**src/rtl/game_round_engine.sv**
```systemverilog
// Memory-game round engine: while the game FSM sits in LEVEL_INCREMENT, plays an
// LFSR symbol sequence, checks the player's presses and pulses one result.
module game_round_engine #(
  parameter int         MAX_LEVEL      = 8,
  parameter int         SHOW_CYCLES    = 12000000,
  parameter int         GAP_CYCLES     = 3000000,
  parameter int         TIMEOUT_CYCLES = 120000000,
  parameter logic [7:0] SEED           = 8'hA5
) (
  input  logic       clk,
  input  logic       reset,
  input  logic [1:0] current_state,
  input  logic       switch1,
  input  logic       switch2,
  input  logic       switch3,
  input  logic       switch4,
  output logic       level_complete,
  output logic       game_over_signal,
  output logic       win_signal,
  output logic [3:0] level,
  output logic       show_valid,
  output logic [1:0] show_code,
  output logic       input_phase,
  output logic [2:0] dbg_state
);

  typedef enum logic [2:0] {
    S_IDLE     = 3'd0,
    S_SHOW_ON  = 3'd1,
    S_SHOW_OFF = 3'd2,
    S_INPUT    = 3'd3,
    S_DONE     = 3'd4
  } state_t;

  localparam int CNT_MAX = (SHOW_CYCLES > GAP_CYCLES) ? SHOW_CYCLES : GAP_CYCLES;
  localparam int CNT_W   = (CNT_MAX > 1) ? $clog2(CNT_MAX) : 1;
  localparam int TOUT_W  = (TIMEOUT_CYCLES > 1) ? $clog2(TIMEOUT_CYCLES) : 1;

  localparam logic [CNT_W-1:0]  SHOW_LAST = CNT_W'(SHOW_CYCLES - 1);
  localparam logic [CNT_W-1:0]  GAP_LAST  = CNT_W'(GAP_CYCLES - 1);
  localparam logic [TOUT_W-1:0] TOUT_LAST = TOUT_W'(TIMEOUT_CYCLES - 1);
  localparam logic [3:0]        MAX_LVL   = 4'(MAX_LEVEL);

  state_t            state_q, state_d;
  logic [7:0]        lfsr_q, lfsr_d;
  logic [3:0]        idx_q, idx_d;
  logic [CNT_W-1:0]  cnt_q, cnt_d;
  logic [TOUT_W-1:0] tout_q, tout_d;
  logic [3:0]        level_q, level_d;
  logic              lc_q, lc_d, go_q, go_d, win_q, win_d;
  logic [3:0]        sw_prev_q;

  logic [3:0] sw, edges;
  logic       all_high, one_edge, in_level;
  logic [1:0] edge_sym;
  logic [7:0] lfsr_step;

  assign sw        = {switch4, switch3, switch2, switch1};
  assign edges     = sw & ~sw_prev_q;
  assign all_high  = &sw;
  assign one_edge  = (edges != 4'd0) && ((edges & (edges - 4'd1)) == 4'd0);
  assign in_level  = (current_state == 2'b01);
  assign lfsr_step = {lfsr_q[6:0], lfsr_q[7] ^ lfsr_q[5] ^ lfsr_q[4] ^ lfsr_q[3]};

  always_comb begin
    edge_sym = 2'd0;
    case (edges)
      4'b0001: edge_sym = 2'd0;
      4'b0010: edge_sym = 2'd1;
      4'b0100: edge_sym = 2'd2;
      4'b1000: edge_sym = 2'd3;
      default: edge_sym = 2'd0;
    endcase
  end

  // idx counts elements already played/answered; the last element has idx == level
  // because a round is level+1 symbols long.
  always_comb begin
    state_d = state_q;
    lfsr_d  = lfsr_q;
    idx_d   = idx_q;
    cnt_d   = cnt_q;
    tout_d  = tout_q;
    level_d = level_q;
    lc_d    = 1'b0;
    go_d    = 1'b0;
    win_d   = 1'b0;
    case (state_q)
      S_IDLE: begin
        if (in_level) begin
          lfsr_d  = SEED;
          idx_d   = 4'd0;
          cnt_d   = '0;
          state_d = S_SHOW_ON;
        end
      end
      S_SHOW_ON: begin
        if (!in_level) begin
          state_d = S_IDLE;
        end else if (cnt_q == SHOW_LAST) begin
          cnt_d   = '0;
          state_d = S_SHOW_OFF;
        end else begin
          cnt_d = cnt_q + CNT_W'(1);
        end
      end
      S_SHOW_OFF: begin
        if (!in_level) begin
          state_d = S_IDLE;
        end else if (cnt_q == GAP_LAST) begin
          cnt_d = '0;
          if (idx_q == level_q) begin
            lfsr_d  = SEED;
            idx_d   = 4'd0;
            tout_d  = '0;
            state_d = S_INPUT;
          end else begin
            lfsr_d  = lfsr_step;
            idx_d   = idx_q + 4'd1;
            state_d = S_SHOW_ON;
          end
        end else begin
          cnt_d = cnt_q + CNT_W'(1);
        end
      end
      S_INPUT: begin
        // All four switches high is the reset combo: never judged, but the timeout keeps running.
        if (!in_level) begin
          state_d = S_IDLE;
        end else if ((edges != 4'd0) && !all_high) begin
          if (one_edge && (edge_sym == lfsr_q[1:0])) begin
            if (idx_q == level_q) begin
              if (level_q >= MAX_LVL) begin
                win_d   = 1'b1;
                level_d = 4'd1;
              end else begin
                lc_d    = 1'b1;
                level_d = level_q + 4'd1;
              end
              state_d = S_DONE;
            end else begin
              lfsr_d = lfsr_step;
              idx_d  = idx_q + 4'd1;
              tout_d = '0;
            end
          end else begin
            go_d    = 1'b1;
            level_d = 4'd1;
            state_d = S_DONE;
          end
        end else if (tout_q == TOUT_LAST) begin
          go_d    = 1'b1;
          level_d = 4'd1;
          state_d = S_DONE;
        end else begin
          tout_d = tout_q + TOUT_W'(1);
        end
      end
      S_DONE: begin
        if (!in_level) state_d = S_IDLE;
      end
      default: state_d = S_IDLE;
    endcase
  end

  always_ff @(posedge clk or posedge reset) begin
    if (reset) begin
      state_q   <= S_IDLE;
      lfsr_q    <= SEED;
      idx_q     <= 4'd0;
      cnt_q     <= '0;
      tout_q    <= '0;
      level_q   <= 4'd1;
      lc_q      <= 1'b0;
      go_q      <= 1'b0;
      win_q     <= 1'b0;
      sw_prev_q <= 4'd0;
    end else begin
      state_q   <= state_d;
      lfsr_q    <= lfsr_d;
      idx_q     <= idx_d;
      cnt_q     <= cnt_d;
      tout_q    <= tout_d;
      level_q   <= level_d;
      lc_q      <= lc_d;
      go_q      <= go_d;
      win_q     <= win_d;
      sw_prev_q <= sw;
    end
  end

  // show_code carries a symbol only while show_valid is high; the display cannot stall it.
  assign show_valid       = (state_q == S_SHOW_ON);
  assign show_code        = show_valid ? lfsr_q[1:0] : 2'b00;
  assign input_phase      = (state_q == S_INPUT);
  assign level            = level_q;
  assign level_complete   = lc_q;
  assign game_over_signal = go_q;
  assign win_signal       = win_q;
  assign dbg_state        = state_q;

endmodule

```
**config.mk**
```make
export PLATFORM = sky130hd
export DESIGN_NAME = game_round_engine
export DESIGN_NICKNAME = d
export VERILOG_FILES = /design/src/rtl/game_round_engine.sv
export SDC_FILE = /design/constraint.sdc
export NUM_CORES = 1
export LEC_CHECK = 0
export CORE_MARGIN = 4
export CORE_UTILIZATION = 58
export DETAILED_ROUTE_END_ITERATION = 12
export PLACE_DENSITY = 0.76
export REMOVE_ABC_BUFFERS = 1
export SYNTH_ARGS = -nofsm -noshare
export SYNTH_HDL_FRONTEND = slang
export SYNTH_SLANG_ARGS = --single-unit
```
**constraint.sdc**
```tcl
create_clock -name clk -period 2.76 [get_ports clk]
set_input_delay 0.276 -clock clk [delete_from_list [all_inputs] [get_ports clk]]
set_output_delay 0.276 -clock clk [all_outputs]
set_load 0.005 [all_outputs]
```
==> run_results.csv, run 1 <==
group,metric,value,unit
setup_path,r2r_end,"idx_q[3]",
setup_path,path_cells,"or4b_4 > nor4_4 > a21oi_2 > a2111oi_4 > o31ai_2 > or4b_1 > nand2_1",
cts,clock-sinks,77,
power,ir_drop,492.1,uV
placement,numPortBuffers,21,
setup_path,worst_setup_path_end_kind,"flip-flop",
grt,grt_max_degree,78,
run,cap_violations,0,
route,drc_errors,0,
yosys,synth_edf_count,0,
yosys,synth_top_family_by_area,"simple AND/OR/NAND/NOR gates",
floorplanning,num_io_pins,22,
yosys,synth_xor_area_share,4.882,%
route,drtIter0Drc,214,
grt,overflow,0,
layout,final_util,68.80,%
placement,dp.cells,602,
yosys,synth-compound-area-share,16.91,%
timing,worst_slew_pin_slew,741.6,ps
setup_path,critical_path.startpoint_type,"flip-flop",
route,routed_wl,9.944,mm
floorplanning,initial_utilization,59.68,%
setup_path,critPathSlowestCell,"or4b_4",
yosys,synth.most_common_cell,"dfrtp_1",
timing,hold_viol_final,0,
route,via_per_inst,6.000,
timing,skew,11.53,ps
grt,grt_usage,24.29,%
timing,fin_crit,2625,ps
cts,cts_hold_buf,0,
yosys,synth_top_area_share,41.85,%
timing,slew_headroom,50.11,%
route,vias,3708,
yosys,synth_area,4305,sq um
floorplanning,coreArea,7214,sq um
yosys,synth-warning-count,0,
timing,finalSetupViolCount,0,
yosys,async_flop_share,100.0,%
grt,grt_pass1_wl,16.93,mm
route,postRouteAntennaNets,0,
yosys,yosys.area_share.simple,28.25,%
min_path,worstHoldPathType,"primary input to async pin",
setup_path,arrival,2920,ps
timing,max_clock_freq,380.9,MHz
floorplanning,dieWidth,94.16,microns
layout,area_growth_syn_to_layout,15.29,%
status,outcome,"finished clean",
cts,cts_tree,"done",
cts,cts_max_level,3,
cts,path_clk_slew,80,ps
yosys,ys_ff_latch,77,
setup_path,cp_max_fo,6,
timing,rsz0062_at_grt,"false",
placement,place.gp.congestion,0.9442,
yosys,yosys.cell_types.count,59,
layout,stdcell_count,618,
timing,slew_violations,0,
setup_path,cp_top_family,"simple AND/OR/NAND/NOR gates",
power,power_density,621.4,nW/um^2
setup_path,worst_path_largest_cell_delay,520,ps
power,leakagePower,2.043,nW
setup_path,worstPathRequired,3050,ps
setup_path,r2r_cells,7,
cts,clk_latency,350,ps
yosys,syn_area_per_cell,8.951,sq um
yosys,synthMuxAreaShare,0.5231,%
setup_path,path_class,"flip-flop to flip-flop",
yosys,synth_commonest_cells,"dfrtp_1 (72), nand2_1 (59), nor2_1 (50)",
yosys,synth_adder_area_share,1.453,%
setup_path,r2r_setup_slack,130,ps
timing,min_period_over_period,95.13,%
setup_path,timing.rr.start,"cnt_q[20]",
yosys,synthFlopType,"dfrtp_1",
route,wl_per_cell,16.09,microns
placement,hpwl,6.986,mm
yosys,syn_inst,481,
layout,drive_gt1_share,11.56,%
yosys,synthTopCellsByArea,"dfrtp_1 (42%), nand2_1 (5.1%), nor2_1 (4.4%)",
layout,n_fill_cell,584,
cts,cts_root_buffer,"clkbuf_8",
floorplanning,rows,31,
setup_path,critPathBufInv,0,
route,drt_pre_antenna_iters,5,
placement,dp_slack,47.20,ps
layout,diodes,0,
yosys,synth_top_area_cell,"dfrtp_1",
timing,layout_setup_ws,134.5,ps
floorplanning,die-area,8865,sq um
yosys,yosysSeqAreaShare,44.90,%
layout,nets,527,
cts,cts_inserted_buffers,9,
floorplanning,die_h,94.16,microns
grt,grt_pass1_vias,3571,
timing,fin_setup_tns,0,ps
cts,clock_path_buffers,2,
grt,antenna_found_initial,0,
## layout make-up
type | count | area [sq um] | area share, %
tap | 99 | 123.9 | 2.496
sequential | 77 | 1933 | 38.95
multi-input combinational | 372 | 2247 | 45.27
inverter | 13 | 48.80 | 0.9831
clock inverter | 4 | 70.07 | 1.412
clock buffer | 12 | 155.1 | 3.126
timing repair buffer | 41 | 385.4 | 7.764
## tightest hold or removal path: stages
cell	delay, ps
clkdlybuf4s50_1	410
inv_2	70
buf_12	320
## power breakdown
| part | switching (mW) | internal (mW) |
|---|---|---|
| sequential | 0.143 | 1.25 |
| clock | 0.415 | 0.557 |
| combinational | 0.391 | 0.327 |
| total | 0.949 | 2.14 |
## kinds of logic after synthesis
family,count (synthesis)
xor gates and xnor gates,24
muxes,2
DFF,77
AOI/OAI and AO/OA,112
and+or+nand+nor,229
buffers and inverters,32
adders and majority gates,5
## placed cells by master (no fill, tap or decap), drive strengths merged, types with 13 or more instances in the layout
master / instances
a21oi: 23
a31oi: 17
buf: 20
clkdlybuf4s50: 21
dfrtp: 72
inv: 13
nand2: 60
nand3: 20
nand4: 18
nor2: 50
nor3: 13
o21ai: 37
xor2: 13
## repair_timing
item                                    4_1_cts  5_1_grt
gates resized for setup                       0        1
endpoints found under the setup margin        0        1
setup buffers                                 0        0
## how the worst max path moves through the flow
stage	start	endpoint	slack [ps]	cells past startpoint
4_1_cts	cnt_q[6]	idx_q[3]	150	7
6_report	cnt_q[20]	idx_q[3]	130	7
3_5_place_dp	switch3	idx_q[3]	50	8
3_3_place_gp	switch3	idx_q[3]	110	8
2_1_floorplan	cnt_q[6]	idx_q[3]	90	7
5_1_grt	tout_q[1]	dbg_state[1]	20	8
## per-layer routing
layer  track usage (%)  wire length [microns]  up-vias
li1                  -                      -     1820
met1             32.92                   4503     1760
met2             38.77                   4775      113
met3             4.327                    477       15
met4             9.266                    188        0
met5                 0                      0        -
## sequential cells by signal, summed over array words and instances (netlist names)
signal	cells
sw_prev_q	4
tout_q	27
lfsr_q	8
level	4
game_over_signal	1
dbg_state	3
idx_q	4
level_complete	1
cnt_q	24
win_signal	1
## per-stage QoR
stage / power, mW / area, sq um / hold WS (ps)
after floorplan: 1.829 / 4222 / 307.4
after global placement: 2.105 / 4736 / 463.7
after detailed placement: 2.130 / 4736 / 471.2
after CTS: 3.096 / 4961 / 338.9
after global routing: 3.267 / 4964 / 373.2
final: 3.084 / 4964 / 302.0
(Power assumes the default switching activity.)
==> run 2, diff against run 1 <==
--- a/config.mk
+++ b/config.mk
@@ -8,7 +8,7 @@
 export CORE_MARGIN = 4
 export CORE_UTILIZATION = 58
 export DETAILED_ROUTE_END_ITERATION = 12
-export PLACE_DENSITY = 0.76
+export PLACE_DENSITY = 0.75
 export REMOVE_ABC_BUFFERS = 1
 export SYNTH_ARGS = -nofsm -noshare
 export SYNTH_HDL_FRONTEND = slang
==> run 2 against run 1 <==
  * Clock-buffer cell count did not move
  * Critical path depth stayed put
  * Sequential share of layout area rose by 0.20 points
  * Wire length is 1.1% lower
  * Critical path type unchanged
  * Largest power group unchanged
  * Final area is 0.50% lower
==> run_results.csv, run 2 (synthesis gave the netlist of run 1 again) <==
group,metric,value,unit
status,outcome,"finished clean",
cts,cts_max_level,3,
floorplanning,dieWidth,94.16,microns
power,leakagePower,2.031,nW
layout,area_growth_syn_to_layout,14.71,%
timing,min_period_over_period,93.28,%
grt,overflow,0,
floorplanning,coreArea,7214,sq um
setup_path,critPathSlowestCell,"or4b_4",
cts,cts_root_buffer,"clkbuf_8",
layout,largest_register_ffs,27,
placement,hpwl,6.819,mm
floorplanning,num_io_pins,22,
route,postRouteAntennaNets,0,
placement,place.gp.congestion,0.8837,
timing,rsz0062_at_grt,"false",
layout,regArea,1933,sq um
setup_path,cp_max_fo,6,
cts,cts_tree,"done",
floorplanning,die_h,94.16,microns
timing,fin_crit,2575,ps
timing,worst_slew_pin_slew,529.7,ps
cts,postCtsSetupBuffers,0,
layout,final_common_cell,"dfrtp_1",
layout,reg.largest.list,"tout_q: 27 flops, cnt_q: 24 flops, lfsr_q: 8 flops",
setup_path,path_class,"flip-flop to flip-flop",
setup_path,worst_path_largest_cell_delay,550,ps
floorplanning,rows,31,
layout,nets,527,
layout,multi_input_area,2245,sq um
placement,numPortBuffers,21,
setup_path,critical_path.startpoint_type,"flip-flop",
setup_path,worst_setup_path_end_kind,"flip-flop",
cts,cts_resized,0,
setup_path,arrival,2860,ps
setup_path,path_cells,"or4b_4 > nor4_4 > a21oi_2 > a2111oi_4 > o31ai_2 > or4b_1 > nand2_1",
cts,clock-sinks,77,
route,drtIter0Drc,310,
grt,antenna_found_initial,0,
layout,final_cell_mix,"dfrtp_1 (72), nand2_1 (59), nor2_1 (50), o21ai_0 (36), a21oi_1 (22)",
cts,cts_hold_buf,0,
setup_path,critPathBufInv,0,
timing,slew_headroom,64.45,%
route,wl_per_cell,15.91,microns
grt,grt_usage,23.88,%
floorplanning,initial_utilization,59.68,%
layout,n_fill_cell,570,
timing,max_clock_freq,388.4,MHz
route,drc_errors,0,
timing,slew_violations,0,
cts,path_clk_slew,80,ps
grt,grt_pass1_wl,16.79,mm
route,via_per_inst,6.028,
layout,drive_gt1_share,11.37,%
cts,clk_latency,350,ps
floorplanning,die-area,8865,sq um
timing,finalSetupViolCount,0,
timing,skew,10.01,ps
power,ir_drop,449.9,uV
min_path,worstHoldPathType,"primary input to async pin",
route,routed_wl,9.835,mm
run,cap_violations,0,
timing,hold_viol_final,0,
timing,fin_setup_tns,0,ps
setup_path,cp_top_family,"simple AND/OR/NAND/NOR gates",
setup_path,worstPathRequired,3050,ps
route,vias,3725,
grt,grt_pass1_vias,3639,
route,drt_pre_antenna_iters,5,
placement,dp.cells,602,
cts,clock_path_buffers,2,
power,power_density,603.5,nW/um^2
layout,diodes,0,
layout,regMostFlops,"tout_q",
grt,grt_max_degree,78,
cts,cts_inserted_buffers,9,
layout,stdcell_count,618,
==> run 2: cell count changes in the layout (fill, tap and decap cells not counted) <==
cell / change
ha_2: -1
clkinvlp_4: +1
ha_1: +1
bufinv_16: -1
==> run 2: worst register-to-register path, cell delays in order (launching register included) <==
cell	delay, ps
dfrtp_1	440
or4b_4	550
nor4_4	270
a21oi_2	170
a2111oi_4	340
o31ai_2	180
or4b_1	520
nand2_1	80
==> run 2: area by class of cell <==
class	count	share of cell area [%]
Clock buffer	12	3.142
Clock inverter	4	0.9628
Inverter	13	0.9881
Multi-Input combinational cell	372	45.45
Sequential cell	77	39.14
Tap cell	99	2.508
Timing Repair Buffer	41	7.803
==> run 2: metrics by stage <==
| step | setup WS [ps] | hold WS (ps) | cell area, sq um | utilization, % | total power, mW |
|---|---|---|---|---|---|
| 2_1_floorplan | 91.59 | 307.4 | 4222 | - | 1.829 |
| 3_3_place_gp | 165.8 | 464.1 | 4736 | 65.64 | 2.111 |
| 3_5_place_dp | 25.50 | 482.6 | 4736 | 65.64 | 2.127 |
| 4_1_cts | 197.4 | 351.3 | 4938 | 68.45 | 3.000 |
| 5_1_grt | 35.90 | 377.1 | 4938 | 68.45 | 3.171 |
| 6_report | 185.4 | 312.6 | 4938 | 68.45 | 2.980 |
==> run 2: final timing paths <==
check / start / endpoint / slack (ps) / depth (start not counted)
min reg2reg: lfsr_q[7] / lfsr_q[7] / 490 / 2
max reg2reg: cnt_q[6] / idx_q[3] / 190 / 7
min in group clk: switch3 / sw_prev_q[2] / 420 / 1
min: reset / tout_q[3] / 310 / 3
max: cnt_q[6] / idx_q[3] / 190 / 7
max in group asynchronous: reset / level[0] / 2070 / 3
==> run 2: routing by layer <==
| layer | share of wire (%) | GRT usage, % | vias to the layer above | wire length (microns) |
|---|---|---|---|---|
| met5 | 0 | 0 | - | 0 |
| met4 | 3.7 | 13.24 | 0 | 362 |
| met3 | 3.8 | 3.606 | 30 | 376 |
| met2 | 46 | 37.35 | 105 | 4548 |
| met1 | 46 | 31.69 | 1781 | 4547 |
| li1 | - | - | 1809 | - |
==> run 2: power breakdown <==
part	internal (mW)	total [mW]	switching [mW]	leakage, nW
Combinational	0.332	0.716	0.384	0.886
Sequential	1.25	1.39	0.144	1.04
Clock	0.465	0.869	0.404	0.102
